**src/rtl/spram_pkg.sv**
```systemverilog
// Shared definitions for spram_seq: slave register map, slave ID word and sequencer states.
// The ID-check states exist only when SPRAM_SEQ_IDCHECK_EN is defined.
package spram_pkg;

    localparam logic [2:0] REG_DATA = 3'd0;
    localparam logic [2:0] REG_ADDR = 3'd1;
    localparam logic [2:0] REG_WE   = 3'd2;
    localparam logic [2:0] REG_ID   = 3'd3;

    localparam logic [31:0] SPRAM_ID = 32'h8765_4321;

    typedef enum logic [3:0] {
        ST_IDLE,
`ifdef SPRAM_SEQ_IDCHECK_EN
        ST_ID_RD,
        ST_ID_CHK,
`endif
        ST_SET_WE,
        ST_SET_ADDR,
        ST_WR_STREAM,
        ST_CLR_WE,
        ST_RD_GAP,
        ST_RD_ISSUE,
        ST_RD_CAP,
        ST_FIN
    } state_t;

endpackage

```
**src/rtl/spram_seq.sv**
```systemverilog
// spram_seq: Avalon-MM master that LOADs a valid/ready stream into the single-port RAM slave
// or DUMPs a RAM range to a valid/ready sink. Optional macro: SPRAM_SEQ_IDCHECK_EN.
module spram_seq
    import spram_pkg::*;
#(
    parameter int ADDR_W = 11,
    parameter int DATA_W = 32,
    parameter int LEN_W  = 12
) (
    input  logic              clock,
    input  logic              resetn,
    input  logic              cmd_start,
    input  logic              cmd_dump,
    input  logic [ADDR_W-1:0] cmd_base,
    input  logic [LEN_W-1:0]  cmd_len,
    output logic              busy,
    output logic              done,
    output logic              error,
    input  logic [DATA_W-1:0] in_data,
    input  logic              in_valid,
    output logic              in_ready,
    output logic [DATA_W-1:0] out_data,
    output logic              out_valid,
    input  logic              out_ready,
    output logic [2:0]        avm_address,
    output logic [DATA_W-1:0] avm_writedata,
    output logic              avm_write,
    output logic              avm_read,
    input  logic [DATA_W-1:0] avm_readdata
);

    state_t             state;
    state_t             state_next;
    logic               dump_r;
    logic [ADDR_W-1:0]  base_r;
    logic [LEN_W-1:0]   remaining;
    logic               zero_done;
    logic               fin_done;
    logic               id_fail;
    logic               wr_fire;
    logic               last_word;

    assign busy      = (state != ST_IDLE);
    assign done      = zero_done | fin_done | id_fail;
    assign wr_fire   = (state == ST_WR_STREAM) && in_valid;
    assign last_word = (remaining == LEN_W'(1));

    always_ff @(posedge clock or negedge resetn) begin
        if (!resetn) begin
            state <= ST_IDLE;
        end else begin
            state <= state_next;
        end
    end

    // Command latch, word counter and the DUMP output register
    always_ff @(posedge clock or negedge resetn) begin
        if (!resetn) begin
            dump_r    <= 1'b0;
            base_r    <= '0;
            remaining <= '0;
            zero_done <= 1'b0;
            out_valid <= 1'b0;
            out_data  <= '0;
        end else begin
            zero_done <= 1'b0;
            if (state == ST_IDLE && cmd_start) begin
                dump_r    <= cmd_dump;
                base_r    <= cmd_base;
                remaining <= cmd_len;
                zero_done <= (cmd_len == '0);
            end else if (wr_fire || state == ST_RD_CAP) begin
                remaining <= remaining - LEN_W'(1);
            end

            if (state == ST_RD_CAP) begin
                out_valid <= 1'b1;
                out_data  <= avm_readdata;
            end else if (out_valid && out_ready) begin
                out_valid <= 1'b0;
            end
        end
    end

`ifdef SPRAM_SEQ_IDCHECK_EN
    logic error_r;

    always_ff @(posedge clock or negedge resetn) begin
        if (!resetn) begin
            error_r <= 1'b0;
        end else if (state == ST_IDLE && cmd_start) begin
            error_r <= 1'b0;
        end else if (id_fail) begin
            error_r <= 1'b1;
        end
    end

    assign error = error_r;
`else
    assign error = 1'b0;
`endif

    always_comb begin
        state_next    = state;
        in_ready      = 1'b0;
        avm_address   = REG_DATA;
        avm_writedata = '0;
        avm_write     = 1'b0;
        avm_read      = 1'b0;
        fin_done      = 1'b0;
        id_fail       = 1'b0;

        case (state)
            ST_IDLE: begin
                if (cmd_start && cmd_len != '0) begin
`ifdef SPRAM_SEQ_IDCHECK_EN
                    state_next = ST_ID_RD;
`else
                    state_next = cmd_dump ? ST_SET_ADDR : ST_SET_WE;
`endif
                end
            end
`ifdef SPRAM_SEQ_IDCHECK_EN
            ST_ID_RD: begin
                avm_read    = 1'b1;
                avm_address = REG_ID;
                state_next  = ST_ID_CHK;
            end
            ST_ID_CHK: begin
                if (avm_readdata == DATA_W'(SPRAM_ID)) begin
                    state_next = dump_r ? ST_SET_ADDR : ST_SET_WE;
                end else begin
                    id_fail    = 1'b1;
                    state_next = ST_IDLE;
                end
            end
`endif
            ST_SET_WE: begin
                avm_write     = 1'b1;
                avm_address   = REG_WE;
                avm_writedata = DATA_W'(1);
                state_next    = ST_SET_ADDR;
            end
            ST_SET_ADDR: begin
                avm_write     = 1'b1;
                avm_address   = REG_ADDR;
                avm_writedata = DATA_W'(base_r);
                state_next    = dump_r ? ST_RD_GAP : ST_WR_STREAM;
            end
            ST_WR_STREAM: begin
                in_ready = 1'b1;
                if (in_valid) begin
                    avm_write     = 1'b1;
                    avm_writedata = in_data;
                    if (last_word) begin
                        state_next = ST_CLR_WE;
                    end
                end
            end
            ST_CLR_WE: begin
                avm_write   = 1'b1;
                avm_address = REG_WE;
                state_next  = ST_FIN;
            end
            ST_RD_GAP: begin
                state_next = ST_RD_ISSUE;
            end
            // A read is only launched once the output register is free or being freed
            ST_RD_ISSUE: begin
                if (!out_valid || out_ready) begin
                    avm_read   = 1'b1;
                    state_next = ST_RD_CAP;
                end
            end
            ST_RD_CAP: begin
                state_next = last_word ? ST_FIN : ST_RD_ISSUE;
            end
            ST_FIN: begin
                if (!out_valid) begin
                    fin_done   = 1'b1;
                    state_next = ST_IDLE;
                end
            end
            default: begin
                state_next = ST_IDLE;
            end
        endcase
    end

endmodule
```
**config.mk**
```make
export PLATFORM = sky130hd
export DESIGN_NAME = spram_seq
export DESIGN_NICKNAME = d
export VERILOG_FILES = /design/src/rtl/spram_pkg.sv /design/src/rtl/spram_seq.sv
export SDC_FILE = /design/constraint.sdc
export NUM_CORES = 1
export LEC_CHECK = 0
export BUFFER_PORTS_ARGS = -buffer_cell sky130_fd_sc_hd__buf_2
export CELL_PAD_IN_SITES_DETAIL_PLACEMENT = 1
export CELL_PAD_IN_SITES_GLOBAL_PLACEMENT = 1
export CORE_UTILIZATION = 33
export DETAILED_ROUTE_END_ITERATION = 7
export PLACE_DENSITY_LB_ADDON = 0.1
export REMOVE_ABC_BUFFERS = 1
export SYNTH_ARGS = -nofsm -noshare
export SYNTH_HDL_FRONTEND = slang
export SYNTH_SLANG_ARGS = --single-unit
```
**constraint.sdc**
```tcl
create_clock -name clock -period 2.5 [get_ports clock]
set_clock_uncertainty 0.05 [all_clocks]
set_input_delay 0.5 -clock clock [delete_from_list [all_inputs] [get_ports clock]]
set_output_delay 0.5 -clock clock [all_outputs]
set_load 0.02 [all_outputs]
```
==> run metrics <==
outcome finished clean; Hold WS 0.117 ns; largest net degree at the start of global routing 41; Yosys top cell by area dfrtp_1; Synth Cell Area 3220 um2; Pwr per Cell Area 1220 nW/um2; Core Box Area 9370 um2; Iter 0 DRT Violations 89; Critical Path AT 1.73 ns; max cap viols 0; CTS Buf Count 9; clk sinks 62; clk buf depth 2; clk_lat worst skew 0.32 ns; Site Rows 35; FFs w/ async S/R, synth 1.00; Synth Warn # 0; DR vias 3045; RSZ-0062 raised after global routing no; Crit-path slowest cell dfrtp_2; setup TNS 0 ns; post-route antenna net violation count 0; IO Port Bufs 164; Post-synth EDFFs 0; final core occ 0.467; fin crit period 2.28 ns; post-synth top area share 0.481; Final Hold Fails 0; global route total overflow 0; largest fanout on the critical path 14; period utilisation layout 0.912; Die H 101 um; R2R depth 4; Worst path max stage delay 0.50 ns; Startpoint Class flip-flop; nets@finish 574; Via-to-Cell Ratio 4.97; Top-Level Pins 167; All-Layer GR Usage 0.185; dpl ws 0.266 ns; setup ws final 0.221 ns; Pre-antenna DRT Iters 4; initial antenna violation count 0; layout cells sized above 1 0.473; gpl congestion 0.797; Synth area leaders dfrtp_1 48%, mux2_2 11%, nand2_1 4.8%; Primary FF master, synth dfrtp_1; Die Width 101 um; required time worst endpoint 1.95 ns; CTS clk-pin slew, worst paths 0.07 ns; Initial Util 0.344; CTS resizes 0; ANT cells 0; CTS tree built; Peak VDD IR 0.407 mV; Leak 2.28 nW; htree depth 3; setup fix buffers added after clock tree synthesis 0; Hold-fix buffers, CTS 0; vias in the first global route 3050; cell count after synthesis 319; DIE AREA 10200 um2; nature of the critical path endpoint output port; Slew @ Worst Pin 0.591 ns; wire per inst 15.1 um; Avg Inst Size Synth 10.1 um2; most common cell after layout, fill and taps aside buf_2; synthesis-to-finish area growth 35.6%; Post-DP HPWL 7.01 mm; synthesis-stage register bit count 62; Clock Tree Root clkbuf_8; CP Class reg2out; most frequent cells in the layout 164 x buf_2, 61 x dfrtp_1, 41 x nand2_1; Fmax achieved 0.439 GHz; CP cell instances nand2b_1 > nor3_1 > buf_4 > a22o_1 > buf_2; routed wire length 9.24 mm; fin. max-slew vios 0; register area share after synthesis 0.481; Setup-failing EPs final 0; max_slew headroom 0.606; DRC Markers 0; Hold Path Class in2async; synth unique cells 49; first-pass GRT wire length 14.8 mm
-- through the flow --
step / total power [mW] / cell area [um2] / cells
global placement: 4.54 / 4200 / 597
global route: 5.74 / 4370 / 613
detailed placement: 4.63 / 4200 / 597
finish: 5.34 / 4370 / 613
floorplan: 3.60 / 3110 / 293
CTS: 5.41 / 4370 / 613
-- registers in the layout, summed over array words and instances (netlist names) --
name       flops
zero_done      1
dump_r         1
state          4
remaining     12
out_data      32
base_r        11
out_valid      1
-- per-layer routing --
metal,track usage,part of all wire,up-vias
met4,0.0725,0.015,0
li1,-,-,1476
met1,0.236,0.44,1464
met2,0.310,0.49,93
met3,0.0361,0.053,12
met5,0,0,-
-- worst max-delay path, delay by kind of cell, from the launching register on --
kind	cells	cell delay, ns
buf+inv	2	0.36
simple gates	2	0.39
flops	1	0.50
compound gates	1	0.15
-- final cells by class --
| class | count | area (um2) |
|---|---|---|
| Fill cell | 1150 | 5000 |
| Sequential cell | 62 | 1550 |
| Multi-Input combinational cell | 221 | 1530 |
| Timing Repair Buffer | 175 | 928 |
| Tap cell | 129 | 161 |
| Clock buffer | 12 | 145 |
| Inverter | 10 | 37.5 |
| Clock inverter | 4 | 22.5 |
-- synthesized netlist by cell type (2+ instances only) --
cell type   n
inv_1      10
nor3b_1     2
o31a_1      2
a211oi_1    2
nand2_1    41
nor4_1      7
a22o_1     12
buf_2       5
mux2_2     32
o211ai_1    5
nor3_1      6
and2_1      2
nand3_1     7
ha_1        2
nor2_1     10
clkbuf_1   18
dfrtp_1    62
or4_1       2
a21oi_1     9
buf_4       2
or3_1       4
buf_1       2
a31oi_1     3
mux2i_1     2
o22ai_1     4
and3_1     23
o2bb2ai_1   3
nand2b_1    3
a22oi_1     4
nand4b_1    4
o21ai_0    10
a21o_1      2
-- final timing paths --
path                              startpoint                to  slack, ns
worst max-delay path                state[0]  avm_writedata[9]       0.22
worst min-delay path                  resetn      out_data[15]       0.12
worst max register to register  remaining[3]     remaining[11]       0.39
worst min register to register     base_r[0]         base_r[0]       0.43
max in group asynchronous             resetn          state[0]       1.64
min in group clock               cmd_base[4]         base_r[4]       0.31
-- report_power, final --
| group | switching [mW] | internal, mW |
|---|---|---|
| logic | 1.61 | 1.13 |
| clock network | 0.376 | 0.382 |
| registers | 0.341 | 1.49 |
-- logic make-up (layout without fill, tap and decap cells) --
| family | count (synthesis) | after routing | synth area share |
|---|---|---|---|
| muxes | 34 | 34 | 0.118 |
| buffers and inverters | 37 | 201 | 0.0473 |
| DFF | 62 | 62 | 0.481 |
| and+or+nand+nor | 119 | 119 | 0.199 |
| adders and majority gates | 2 | 2 | 0.00776 |
| AOI/OAI and AO/OA | 63 | 63 | 0.142 |
| other | 1 | 2 | 0.00116 |
| xor gates and xnor gates | 1 | 1 | 0.00272 |
No activity file was read; power rests on OpenSTA's default activity.
